## src/rtl/audio_pkg.sv

```systemverilog
// audio_pkg: shared sample/frame sizes and stereo sample types for the audio output path.
// Latency: n/a (types and constants only).
// Backpressure: n/a.
package audio_pkg;

    localparam int SLOT_BITS   = 32;
    localparam int SAMPLE_BITS = 16;
    localparam int FRAME_BITS  = 64;

    typedef logic signed [SAMPLE_BITS-1:0] sample_t;

    typedef struct packed {
        sample_t left;
        sample_t right;
    } stereo_t;

endpackage

```

## src/rtl/audio_i2s_out_if.sv

```systemverilog
// audio_i2s_out_if: sample inputs, pacing strobe and I2S pins of the audio output stage.
// Latency: n/a (wiring only).
// Backpressure: none; the slave side owns the timebase and paces the master with next_sample.
interface audio_i2s_out_if;
    import audio_pkg::*;

    sample_t pcm_left;
    sample_t pcm_right;
    sample_t psg_left;
    sample_t psg_right;
    logic    mute;
    logic    next_sample;
    logic    i2s_lrck;
    logic    i2s_bck;
    logic    i2s_data;

    // Upstream sources / bench: drive samples, observe pacing strobe and pins
    modport master (
        output pcm_left, pcm_right, psg_left, psg_right, mute,
        input  next_sample, i2s_lrck, i2s_bck, i2s_data
    );

    // Output stage: consume samples, drive pacing strobe and pins
    modport slave (
        input  pcm_left, pcm_right, psg_left, psg_right, mute,
        output next_sample, i2s_lrck, i2s_bck, i2s_data
    );

endinterface

```

## src/rtl/audio_mix_sat.sv

```systemverilog
// audio_mix_sat: combinational 16+16 signed mixer; AUDIO_MIX_SAT_EN selects saturation, else wraps.
// Latency: 0 clk (purely combinational).
// Backpressure: none.
module audio_mix_sat
    import audio_pkg::*;
(
    input  sample_t a,
    input  sample_t b,
    output sample_t y
);

    logic signed [SAMPLE_BITS:0] sum;

    // One guard bit is enough: two 16-bit signed values never overflow 17 bits
    assign sum = {a[SAMPLE_BITS-1], a} + {b[SAMPLE_BITS-1], b};

`ifdef AUDIO_MIX_SAT_EN
    // Overflow shows as guard bit disagreeing with the 16-bit sign; clamp toward the sum's true sign
    always_comb begin
        y = sum[SAMPLE_BITS-1:0];
        if (sum[SAMPLE_BITS] != sum[SAMPLE_BITS-1]) begin
            y = sum[SAMPLE_BITS] ? sample_t'(16'h8000) : sample_t'(16'h7FFF);
        end
    end
`else
    // Plain two's-complement wrap: keep the low 16 bits
    always_comb begin
        y = sum[SAMPLE_BITS-1:0];
    end
`endif

endmodule

```

## src/rtl/audio_i2s_out.sv

```systemverilog
// audio_i2s_out: mixes PCM+PSG stereo, captures one frame per sample period, serializes as I2S (build option AUDIO_MIX_SAT_EN).
// Latency: inputs captured at cnt=FRAME_LEN-1; left MSB on i2s_data 2^(BCK_DIV_LOG2+1)+1 clk later.
// Backpressure: none; free-running timebase, next_sample paces the upstream sources once per frame.
module audio_i2s_out
    import audio_pkg::*;
#(
    parameter int BCK_DIV_LOG2 = 2
) (
    input  logic            clk,
    input  logic            rst_n,
    audio_i2s_out_if.slave  bus
);

    localparam int CNT_W = BCK_DIV_LOG2 + 7;
    localparam int PH_W  = BCK_DIV_LOG2 + 1;
    localparam int BIT_W = $clog2(FRAME_BITS);

    // Slot boundaries in bit-index units; one-bit delay after each LRCK edge
    localparam logic [BIT_W-1:0] L_FIRST = BIT_W'(1);
    localparam logic [BIT_W-1:0] L_LAST  = BIT_W'(SAMPLE_BITS);
    localparam logic [BIT_W-1:0] R_FIRST = BIT_W'(SLOT_BITS + 1);
    localparam logic [BIT_W-1:0] R_LAST  = BIT_W'(SLOT_BITS + SAMPLE_BITS);

    logic [CNT_W-1:0]       cnt;
    logic [CNT_W-1:0]       cnt_nxt;
    logic [BIT_W-1:0]       bit_nxt;
    logic [PH_W-1:0]        ph_nxt;
    logic                   capture;
    logic                   shift_ph;
    logic                   in_left;
    logic                   in_right;

    sample_t                mix_l;
    sample_t                mix_r;
    stereo_t                mixed;

    logic [SAMPLE_BITS-1:0] sh_l;
    logic [SAMPLE_BITS-1:0] sh_r;

    logic                   next_sample_q;
    logic                   lrck_q;
    logic                   bck_q;
    logic                   data_q;

    // Frame length is a power of two, so the natural wrap of cnt+1 closes the frame
    assign cnt_nxt  = cnt + 1'b1;
    assign bit_nxt  = cnt_nxt[CNT_W-1 -: BIT_W];
    assign ph_nxt   = cnt_nxt[PH_W-1:0];
    assign capture  = &cnt;
    assign shift_ph = (ph_nxt == '0);
    assign in_left  = (bit_nxt >= L_FIRST) && (bit_nxt <= L_LAST);
    assign in_right = (bit_nxt >= R_FIRST) && (bit_nxt <= R_LAST);

    audio_mix_sat u_mix_l (
        .a (bus.pcm_left),
        .b (bus.psg_left),
        .y (mix_l)
    );

    audio_mix_sat u_mix_r (
        .a (bus.pcm_right),
        .b (bus.psg_right),
        .y (mix_r)
    );

    assign mixed = '{left: mix_l, right: mix_r};

    // Free-running frame timebase
    always_ff @(posedge clk or negedge rst_n) begin
        if (!rst_n) begin
            cnt <= '0;
        end else begin
            cnt <= cnt_nxt;
        end
    end

    // Load a fresh frame at the last count; otherwise shift on each falling BCK inside its slot.
    // Capture happens at bit index 0 of the next frame, so it never collides with a shift.
    always_ff @(posedge clk or negedge rst_n) begin
        if (!rst_n) begin
            sh_l <= '0;
            sh_r <= '0;
        end else if (capture) begin
            sh_l <= bus.mute ? '0 : mixed.left;
            sh_r <= bus.mute ? '0 : mixed.right;
        end else if (shift_ph) begin
            if (in_left) begin
                sh_l <= sh_l << 1;
            end
            if (in_right) begin
                sh_r <= sh_r << 1;
            end
        end
    end

    // Output flops decode the next counter value so each pin lines up with the current cnt
    always_ff @(posedge clk or negedge rst_n) begin
        if (!rst_n) begin
            next_sample_q <= 1'b0;
            lrck_q        <= 1'b0;
            bck_q         <= 1'b0;
            data_q        <= 1'b0;
        end else begin
            next_sample_q <= (cnt_nxt == '0);
            lrck_q        <= bit_nxt[BIT_W-1];
            bck_q         <= ph_nxt[PH_W-1];
            if (shift_ph) begin
                data_q <= in_left  ? sh_l[SAMPLE_BITS-1] :
                          in_right ? sh_r[SAMPLE_BITS-1] : 1'b0;
            end
        end
    end

    assign bus.next_sample = next_sample_q;
    assign bus.i2s_lrck    = lrck_q;
    assign bus.i2s_bck     = bck_q;
    assign bus.i2s_data    = data_q;

endmodule

```

## src/flat_wrapper.sv

```systemverilog
// flat-port wrapper written by rule: the top's interface ports become plain ports
module audio_i2s_out_flat import audio_pkg::*;
#(
    parameter int BCK_DIV_LOG2 = 2
)
  (clk, rst_n, bus_pcm_left, bus_pcm_right, bus_psg_left, bus_psg_right, bus_mute, bus_next_sample, bus_i2s_lrck, bus_i2s_bck, bus_i2s_data);
  audio_i2s_out_if bus_i ();
  input  logic clk;
  input  logic rst_n;
  input wire logic [$bits(bus_i.pcm_left)-1:0] bus_pcm_left;
  input wire logic [$bits(bus_i.pcm_right)-1:0] bus_pcm_right;
  input wire logic [$bits(bus_i.psg_left)-1:0] bus_psg_left;
  input wire logic [$bits(bus_i.psg_right)-1:0] bus_psg_right;
  input wire logic [$bits(bus_i.mute)-1:0] bus_mute;
  output wire logic [$bits(bus_i.next_sample)-1:0] bus_next_sample;
  output wire logic [$bits(bus_i.i2s_lrck)-1:0] bus_i2s_lrck;
  output wire logic [$bits(bus_i.i2s_bck)-1:0] bus_i2s_bck;
  output wire logic [$bits(bus_i.i2s_data)-1:0] bus_i2s_data;
  assign bus_i.pcm_left = bus_pcm_left;
  assign bus_i.pcm_right = bus_pcm_right;
  assign bus_i.psg_left = bus_psg_left;
  assign bus_i.psg_right = bus_psg_right;
  assign bus_i.mute = bus_mute;
  assign bus_next_sample = bus_i.next_sample;
  assign bus_i2s_lrck = bus_i.i2s_lrck;
  assign bus_i2s_bck = bus_i.i2s_bck;
  assign bus_i2s_data = bus_i.i2s_data;
  audio_i2s_out #(.BCK_DIV_LOG2(BCK_DIV_LOG2)) u_core (.clk(clk), .rst_n(rst_n), .bus(bus_i));
endmodule
```

## config.mk

```make
export PLATFORM = sky130hd
export DESIGN_NAME = audio_i2s_out_flat
export DESIGN_NICKNAME = d
export VERILOG_FILES = /design/src/rtl/audio_pkg.sv /design/src/rtl/audio_i2s_out_if.sv /design/src/rtl/audio_mix_sat.sv /design/src/rtl/audio_i2s_out.sv /design/src/flat_wrapper.sv
export SDC_FILE = /design/constraint.sdc
export NUM_CORES = 1
export LEC_CHECK = 0
export BUFFER_PORTS_ARGS = -buffer_cell sky130_fd_sc_hd__buf_4
export CORE_MARGIN = 10
export CORE_UTILIZATION = 51
export CTS_CLUSTER_SIZE = 30
export DETAILED_ROUTE_END_ITERATION = 8
export PLACE_DENSITY = 0.75
export SETUP_SLACK_MARGIN = 0.3
export SLEW_MARGIN = 20
export SYNTH_ARGS = -nofsm -noshare
export SYNTH_HDL_FRONTEND = slang
export SYNTH_SLANG_ARGS = --single-unit
```

## constraint.sdc

```tcl
create_clock -name clk -period 3.5 [get_ports clk]
set_clock_uncertainty 0.2 [all_clocks]
set_input_delay 0.525 -clock clk [delete_from_list [all_inputs] [get_ports clk]]
set_output_delay 0.525 -clock clk [all_outputs]
set_load 0.05 [all_outputs]
```

# After elaboration in Yosys (flattened, before gate mapping)
# Cells that the tools add are included.
# totals
output_inout_bits	4
wordCells	34
latch_bits	0
ram_bits	0
rom_bits	0
inputBits	67
regBits	45
memories	0
# classes
n_eq_ne	0
n_addsub	3
bitwise	0
reduce_logical	10
n_mul	0
order_cmp	4
muxes	10
n_shift	0
div_mod_pow	0
# op_table
operator	n
$mux W16	8
$add A16 B16 Y16	2
$add A9 B1 Y9 const B	1
$logic_not A9 Y1	1
$reduce_and A9 Y1	1
$ge A6 B1 Y1 const B	1
$ge A6 B6 Y1 const B	1
$le A6 B5 Y1 const B	1
$le A6 B6 Y1 const B	1
$reduce_bool A2 Y1	3
$reduce_and A2 Y1	2
$logic_not A3 Y1	1
$logic_and A1 B1 Y1	2
$mux W1	2

# Depth between registers and ports, before layout
# Gate-level depths: netlist of run 1.
# logic_depth
ltp_word	6
ltp_mapped	11

# By module
# A second synthesis of run 1 with hierarchy kept.
# unflattened
cells_unflattened	389
hier_area_um2	3616.0
# modules_own_cells
mod	instances	area_each_um2	seq_area_each_um2	cells_per_inst
audio_i2s_out	1	2167.1	1076.0	193
audio_mix_sat	2	724.4	0.0	98

# Least setup slack after synthesis of run 1
# No wires, ideal clock.
# synth_timing
path_type	register to register
startpoint	reg u_core.cnt[2]
endpoint	reg u_core.sh_r[9]
stages_incl_launch_ff	12
slack_ns	0.548
setup_time_ns	0.088
t_arrival_ns	2.664
path_buffers	3
t_required_ns	3.212
path_cell_list	dfrtp_1 > and3_1 > nand3_1 > nor2_1 > ha_1 > clkbuf_1 > inv_1 > clkbuf_1 > nor2_1 > buf_2 > o2111ai_1 > a41oi_1
# synth_between
elab_chain_cells	5
elab_cells_between_ends	10
classes_between	add/sub (1); order compare (2); mux (1); reduce/logical (6)
# synth_rtl
element	line_no	text
from (decl)	audio_i2s_out.sv:24	logic [CNT_W-1:0] cnt;
from (signal assigned)	audio_i2s_out.sv:73	cnt <= cnt_nxt;
$add A9 B1 Y9	audio_i2s_out.sv:46	assign cnt_nxt = cnt + 1'b1;
$ge A6 B6 Y1 or $le A6 B6 Y1 (tied branches)	audio_i2s_out.sv:52	assign in_right = (bit_nxt >= R_FIRST) && (bit_nxt <= R_LAST);
$logic_and A1 B1 Y1	audio_i2s_out.sv:52	
$reduce_bool A2 Y1 (no source line)	n/a	
$reduce_and A2 Y1 (no source line)	n/a	
to (signal assigned)	audio_i2s_out.sv:85	sh_r <= bus.mute ? '0 : mixed.right;
to (signal assigned)	audio_i2s_out.sv:91	sh_r <= sh_r << 1;
to (decl)	audio_i2s_out.sv:38	logic [SAMPLE_BITS-1:0] sh_r;
# Parallel ways exist; a longest one is shown, timed or not.
# A chain may end at the register's enable or synchronous reset.

# Worst setup path after layout of run 1
# layout_timing
startpoint	reg u_core.cnt[0]
endpoint	reg u_core.sh_r[6]
# layout_between
elab_chain_cells	5
elab_cells_between_ends	10
classes_between	add/sub (1); order compare (2); mux (1); reduce/logical (6)
# layout_rtl
element	line_no	text
$add A9 B1 Y9 (*)	audio_i2s_out.sv:46	
net u_core.cnt_nxt[8]	audio_i2s_out.sv:25	logic [CNT_W-1:0] cnt_nxt;
$ge A6 B6 Y1 or $le A6 B6 Y1 (tied branches)	audio_i2s_out.sv:52	
$logic_and A1 B1 Y1 (*)	audio_i2s_out.sv:52	
$reduce_bool A2 Y1 (no source line) (*)	n/a	
$reduce_and A2 Y1 (no source line) (*)	n/a	
# Mark *: on every way through the listed nets, which the timed path passes. The rest lies on a longest branch.

==> metrics.yaml, run 1 <==
run_status:
  status: "complete, no violations"
logic_synthesis:
  synth_edf_count: 0
  avgSynthCellArea_um2: 8.80
  synth_top_area_cell: "dfrtp_1"
  synth_area_um2: 3570
  async_flop_share_pct: 100
  synth_most_common_cell: "dfrtp_1"
  synth_top_cell_area_share_pct: 30.1
  ys_seq_elements: 43
  ys.flop_type: "dfrtp_1"
  yosysWarningCount: 0
  netlist_top_cells_count: "dfrtp_1 (43), nor2_1 (35), ha_1 (33)"
  syn_inst: 406
  syn_nets: 508
  yosysSeqAreaShare_pct: 30.1
  synthTopCellsByArea: "dfrtp_1 (30%), ha_1 (12%), mux2i_1 (5.3%), xnor2_1 (4.2%), nor2_1 (3.7%)"
  ys_types: 59
clocking:
  cts_hold_buf: 0
  cts_root_buffer: "clkbuf_8"
  cts_resized: 0
  path_clk_slew_ns: 0.08
  cts_buffers: 5
  cts_tree: "built"
  htree_levels: 2
  post_cts_buffers: 0
  cts_max_path_buffers: 2
  cts.sinks: 43
  clk_latency_ns: 0.29
floorplan:
  design.core.area_um2: 6790
  fp.dieW_um: 104
  die_area_um2: 10800
  start_util_pct: 52.6
  rows: 30
  die_h_um: 104
  io_pins: 71
run:
  max_cap_violations: 0
detailed_routing:
  dr.pass1.iters: 5
  postRouteWirelength_um: 8390
  wl_per_cell_um: 14.8
  vias: 3285
  drc: 0
  viasPerCell: 5.78
  drt_iter0_markers: 182
  postRouteAntennaNets: 0
cells_and_area:
  post-route-util_pct: 63.0
  finalNetCount: 575
  drive_gt1_share_pct: 19.5
  syn_to_final_growth_pct: 19.8
  diodes: 0
timing:
  period_share_pct: 81.0
  setup_violations: 0
  tightest_slew_ns: 0.651
  tns_ns: 0
  fmax_ghz: 0.353
  finalMaxSlewViolations: 0
  hold_viol_final: 0
  rsz0062_at_grt: "no"
  period_minus_slack_ns: 2.84
  slew-limit-headroom_pct: 56.0
power_and_ir_drop:
  internal-power_mw: 0.791
  p_sw_share_pct: 29.4
  p_leak_nw: 1.90
  power_frac_seq_pct: 44.5
  powerDensity_nw_per_um2: 262
  combPwrFrac_pct: 29.9
  max-vdd-ir-drop_uv: 131
  pwr-share-clk_pct: 25.6
  switchingPower_mw: 0.329
grt:
  grt_usage_pct: 15.3
  grt_max_degree: 44
  antenna_found_initial: 0
  grt_pass1_wl_um: 14700
  grt_overflow: 0
  grt_pass1_vias: 3250
setup_path:
  regToRegStartpoint: "u_core.cnt[0]"
  critPathCaptureType: "flip-flop"
  crit_path_end: "u_core.sh_r[6]"
  crit_arrival_ns: 2.81
  worstSetupPathType: "flip-flop to flip-flop"
  r2r_end: "u_core.sh_r[6]"
  r2r_slack_ns: 0.66
  startpoint_type: "flip-flop"
  reg2regPathDepth: 9
  path_max_fanout: 30
  worstSetupStartpoint: "u_core.cnt[0]"
  worstPathRequired_ns: 3.48
place:
  io_buffers: 70
  gp_congestion: 0.895
  hpwl_um: 6600
worst_hold_path:
  holdCritPathClass: "primary input to async pin"
==> how the worst min path moves through the flow <==
stage | start | endpoint
after floorplan | rst_n | u_core.bus.i2s_data
after global placement | u_core.sh_l[10] | u_core.sh_l[10]
after detailed placement | u_core.sh_l[10] | u_core.sh_l[10]
after CTS | rst_n | u_core.cnt[0]
after global routing | rst_n | u_core.sh_l[1]
final | rst_n | u_core.cnt[0]
==> registers in the layout, summed over array words and instances, names as in the netlist <==
signal and count:
u_core.sh_l 16, u_core.bus.next_sample 1, u_core.cnt 9, u_core.sh_r 16, u_core.bus.i2s_data 1
==> worst max-delay path, stage by stage (launching register included) <==
cell	delay [ns]
dfrtp_1	0.45
ha_1	0.31
nand3_1	0.14
nor2_1	0.06
ha_1	0.40
nand4b_1	0.12
a211o_1	0.26
o311ai_2	0.08
buf_4	0.33
mux2_2	0.37
==> metal layers <==
layer	wire length [um]	track usage, %
met1	4060	20.6
met2	3860	24.7
met3	414	3.04
met5	0	0
met4	55	3.58
==> area by class of cell <==
cell class                 count  area, um2
fill                         598       2520
multi-input combinational    328       2370
sequential                    43       1080
timing repair buffer          76        571
tap                           96        120
clock buffer                   6       72.6
inverter                      19       71.3
==> kinds of logic (layout without fill, tap and decap cells) <==
group                    count (synthesis)  count (layout)  share of synthesized area, %
buffers and inverters                   35             101                          3.82
AO/OA/AOI/OAI                          124             124                          24.0
AND/OR/NAND/NOR                        123             123                          16.9
adder cells (fa/ha/maj)                 35              35                          12.7
multiplexers                            23              23                          6.87
flip-flops                              43              43                          30.1
XOR/XNOR                                23              23                          5.64
==> through the flow <==
stage / std cells / hold slack, ns / area (um2) / total power, mW / setup WS, ns
after floorplan: 406 / 0.0294 / 3570 / 0.724 / 0.548
after global placement: 562 / 0.293 / 4210 / 0.836 / 0.711
after detailed placement: 562 / 0.292 / 4210 / 0.840 / 0.693
after CTS: 568 / 0.0345 / 4280 / 1.13 / 0.663
after global routing: 568 / 0.0513 / 4280 / 1.19 / 0.501
final: 568 / 0.0162 / 4280 / 1.12 / 0.665
==> cells in the final DEF (no fill, tap or decap), drive strengths merged, types with 3 or more instances in the layout <==
cell / n
mux2i: 20
o21bai: 3
a21oi: 24
clkbuf: 6
mux2: 3
a41oi: 6
o2111ai: 3
xor2: 6
o21ai: 15
and3: 6
nor3: 16
a211o: 3
nor2b: 6
nand2b: 6
o22ai: 13
o21a: 6
buf: 76
nor2: 35
inv: 19
ha: 33
a211oi: 7
nand3: 10
nand4: 5
a31oi: 7
a2111oi: 3
dfrtp: 43
xnor2: 17
a22oi: 4
a21o: 9
nand2: 26
==> power by group through the flow <==
| stage | registers (mW) | clock network, mW | logic (mW) |
|---|---|---|---|
| final | 0.499 | 0.287 | 0.335 |
| after global routing | 0.499 | 0.317 | 0.376 |
| after CTS | 0.499 | 0.294 | 0.334 |
| after detailed placement | 0.508 | 0 | 0.332 |
| after global placement | 0.508 | 0 | 0.327 |
| after floorplan | 0.508 | 0 | 0.216 |
Note: power is estimated with default switching activity, not from simulation.
==> inputs of run 2 (changes only) <==
- PLACE_DENSITY: 0.75 -> 0.78
- clock period: 3.5 -> 2.35 ns (I/O delays scaled with it)
==> metrics.yaml, run 2 (synthesis gave the netlist of run 1 again) <==
run_status:
  status: "complete, but fails checks"
  violations: "negative setup slack"
grt:
  grt_max_degree: 44  # unchanged
  grt_overflow: 0  # unchanged
  antenna_found_initial: 0  # unchanged
  grt_pass1_wl_um: 18200  # +24%
  grt_pass1_vias: 3836  # +18%
  grt_usage_pct: 19.3  # +4.0 points
setup_path:
  startpoint_type: "flip-flop"
  r2r_slack_ns: -0.06  # -0.72 ns
  regToRegStartpoint: "u_core.cnt[0]"
  worstSetupPathType: "flip-flop to flip-flop"
  r2r_end: "u_core.sh_l[4]"
  critPathCaptureType: "flip-flop"
  reg2regPathDepth: 8  # -1
  path_max_fanout: 5  # -83%
  crit_arrival_ns: 2.39  # -0.42 ns
  worstPathRequired_ns: 2.33  # -1.15 ns
power_and_ir_drop:
  combPwrFrac_pct: 30.9  # +1.0 points
  max-vdd-ir-drop_uv: 259  # +98%
  p_sw_share_pct: 28.3  # -1.1 points
  p_leak_nw: 2.38  # +25%
  powerDensity_nw_per_um2: 356  # +36%
  internal-power_mw: 1.36  # +71%
  pwr-share-clk_pct: 29.8  # +4.2 points
  switchingPower_mw: 0.535  # +63%
  power_frac_seq_pct: 39.3  # -5.2 points
detailed_routing:
  drc: 0  # unchanged
  wl_per_cell_um: 17.6  # +19%
  dr.pass1.iters: 4  # -1
  drt_iter0_markers: 217  # +19%
  vias: 3741  # +14%
  viasPerCell: 5.84  # +0.91%
  postRouteWirelength_um: 11300  # +35%
  postRouteAntennaNets: 0  # unchanged
timing:
  finalMaxSlewViolations: 0  # unchanged
  tns_ns: -0.111  # -0.111 ns
  fmax_ghz: 0.416  # +18%
  setup_ws_ns: -0.0560  # -0.721 ns
  hold_viol_final: 0  # unchanged
  rsz0062_at_grt: "yes"
  tightest_slew_ns: 0.560  # -0.0909 ns
  period_minus_slack_ns: 2.41  # -0.429 ns
  setup_violations: 4  # +4
  hold_slack_ns: 0.227  # +0.211 ns
  slew-limit-headroom_pct: 62.7  # +6.6 points
  period_share_pct: 102  # +21 points
clocking:
  cts_root_buffer: "clkbuf_8"
  cts_buffers: 5  # unchanged
  clk_latency_ns: 0.29  # about the same
  path_clk_slew_ns: 0.08  # about the same
  cts.sinks: 43  # unchanged
  htree_levels: 2  # unchanged
  cts_tree: "built"
  cts_max_path_buffers: 2  # unchanged
floorplan:
  fp.dieW_um: 104  # unchanged
  io_pins: 71  # unchanged
  die_h_um: 104  # unchanged
  design.core.area_um2: 6790  # unchanged
  rows: 30  # unchanged
  die_area_um2: 10800  # unchanged
  start_util_pct: 52.6  # unchanged
cells_and_area:
  syn_to_final_growth_pct: 48.6
  fin_cells: 641  # +13%
  final_common_cell: "buf_4"
  finalInstanceArea_um2: 5310  # +24%
  drive_gt1_share_pct: 39.1  # +20 points
  final_cell_mix: "buf_4 (124), dfrtp_1 (42), ha_1 (30), nand2_1 (24), nor2_1 (22)"
  diodes: 0  # unchanged
  post-route-util_pct: 78.1  # +15 points
  finalNetCount: 646  # +12%
  top_regs: "u_core.sh_l (16), u_core.sh_r (16), u_core.cnt (9)"
place:
  place_area_um2: 4660  # +11%
  io_buffers: 70  # unchanged
  gp_congestion: 0.914  # +2.0%
  dpl.cell_count: 611  # +8.7%
  hpwl_um: 7690  # +17%
run:
  max_cap_violations: 0  # unchanged
worst_hold_path:
  hold_depth: 4
  holdCritPathClass: "primary input to flip-flop"
  holdPathEnd: "u_core.sh_l[0]"
  min_from: "bus_pcm_left[0]"
-- run 2: changes by cell type in the layout (fill, tap and decap cells not counted), sizes merged --
cell,change
dlygate4sd3,+1
buf,+70
clkbuf,+1
bufinv,+1
-- run 2: worst max-delay path by stage --
stage / depth (start not counted) / from / slack, ns / to
2_1_floorplan: 8 / u_core.cnt[2] / -0.11 / u_core.sh_l[4]
3_3_place_gp: 10 / bus_psg_left[0] / -0.17 / u_core.sh_l[10]
3_5_place_dp: 10 / bus_psg_left[0] / -0.22 / u_core.sh_l[10]
4_1_cts: 9 / u_core.cnt[1] / -0.003 / u_core.sh_r[6]
5_1_grt: 8 / u_core.cnt[0] / -0.09 / u_core.sh_l[4]
6_report: 8 / u_core.cnt[0] / -0.06 / u_core.sh_l[4]
-- run 2: power by group through the flow --
stage	Clock [mW]	Sequential (mW)	Combinational (mW)
2_1_floorplan	0	0.757	0.326
3_3_place_gp	0	0.757	0.554
3_5_place_dp	0	0.757	0.562
4_1_cts	0.566	0.743	0.572
5_1_grt	0.605	0.743	0.646
6_report	0.564	0.743	0.584
-- run 2: cell type report --
class	instances	area, um2
Multi-Input combinational cell	328	2690
Timing Repair Buffer	147	1240
Fill cell	459	1490
Clock inverter	1	30.0
Clock buffer	7	76.3
Inverter	19	71.3
Tap cell	96	120
Sequential cell	43	1080
-- run 2: metrics by stage --
stage / setup WS (ns) / power (mW)
after floorplan: -0.111 / 1.08
after global routing: -0.0897 / 1.99
after CTS: -0.00320 / 1.88
after detailed placement: -0.225 / 1.32
after global placement: -0.165 / 1.31
final: -0.0560 / 1.89
-- run 2: worst max-delay path, stage by stage, from the launching register on --
cell and delay [ns]:
dfrtp_1 0.41, buf_4 0.14, buf_6 0.12, nand3_4 0.09, mux2i_4 0.21, a21oi_4 0.21
mux2_4 0.36, or2_4 0.26, mux2_4 0.29
-- run 2: what timing repair did --
action,CTS,global route
endpoints found under the hold margin,43,0
gates cloned,1,0
endpoints found under the setup margin,32,34
pin swaps,8,10
buffers inserted,16,4
hold buffers,1,0
resized for setup,40,38
-- run 2: layer usage --
layer  global-route usage [%]  up-vias  share of wire (%)
li1                         -     1804                  -
met1                     24.7     1773                 44
met2                     32.8      146                 50
met3                     2.97       18                4.9
met4                     5.67        0                1.9
met5                        0        -                  0
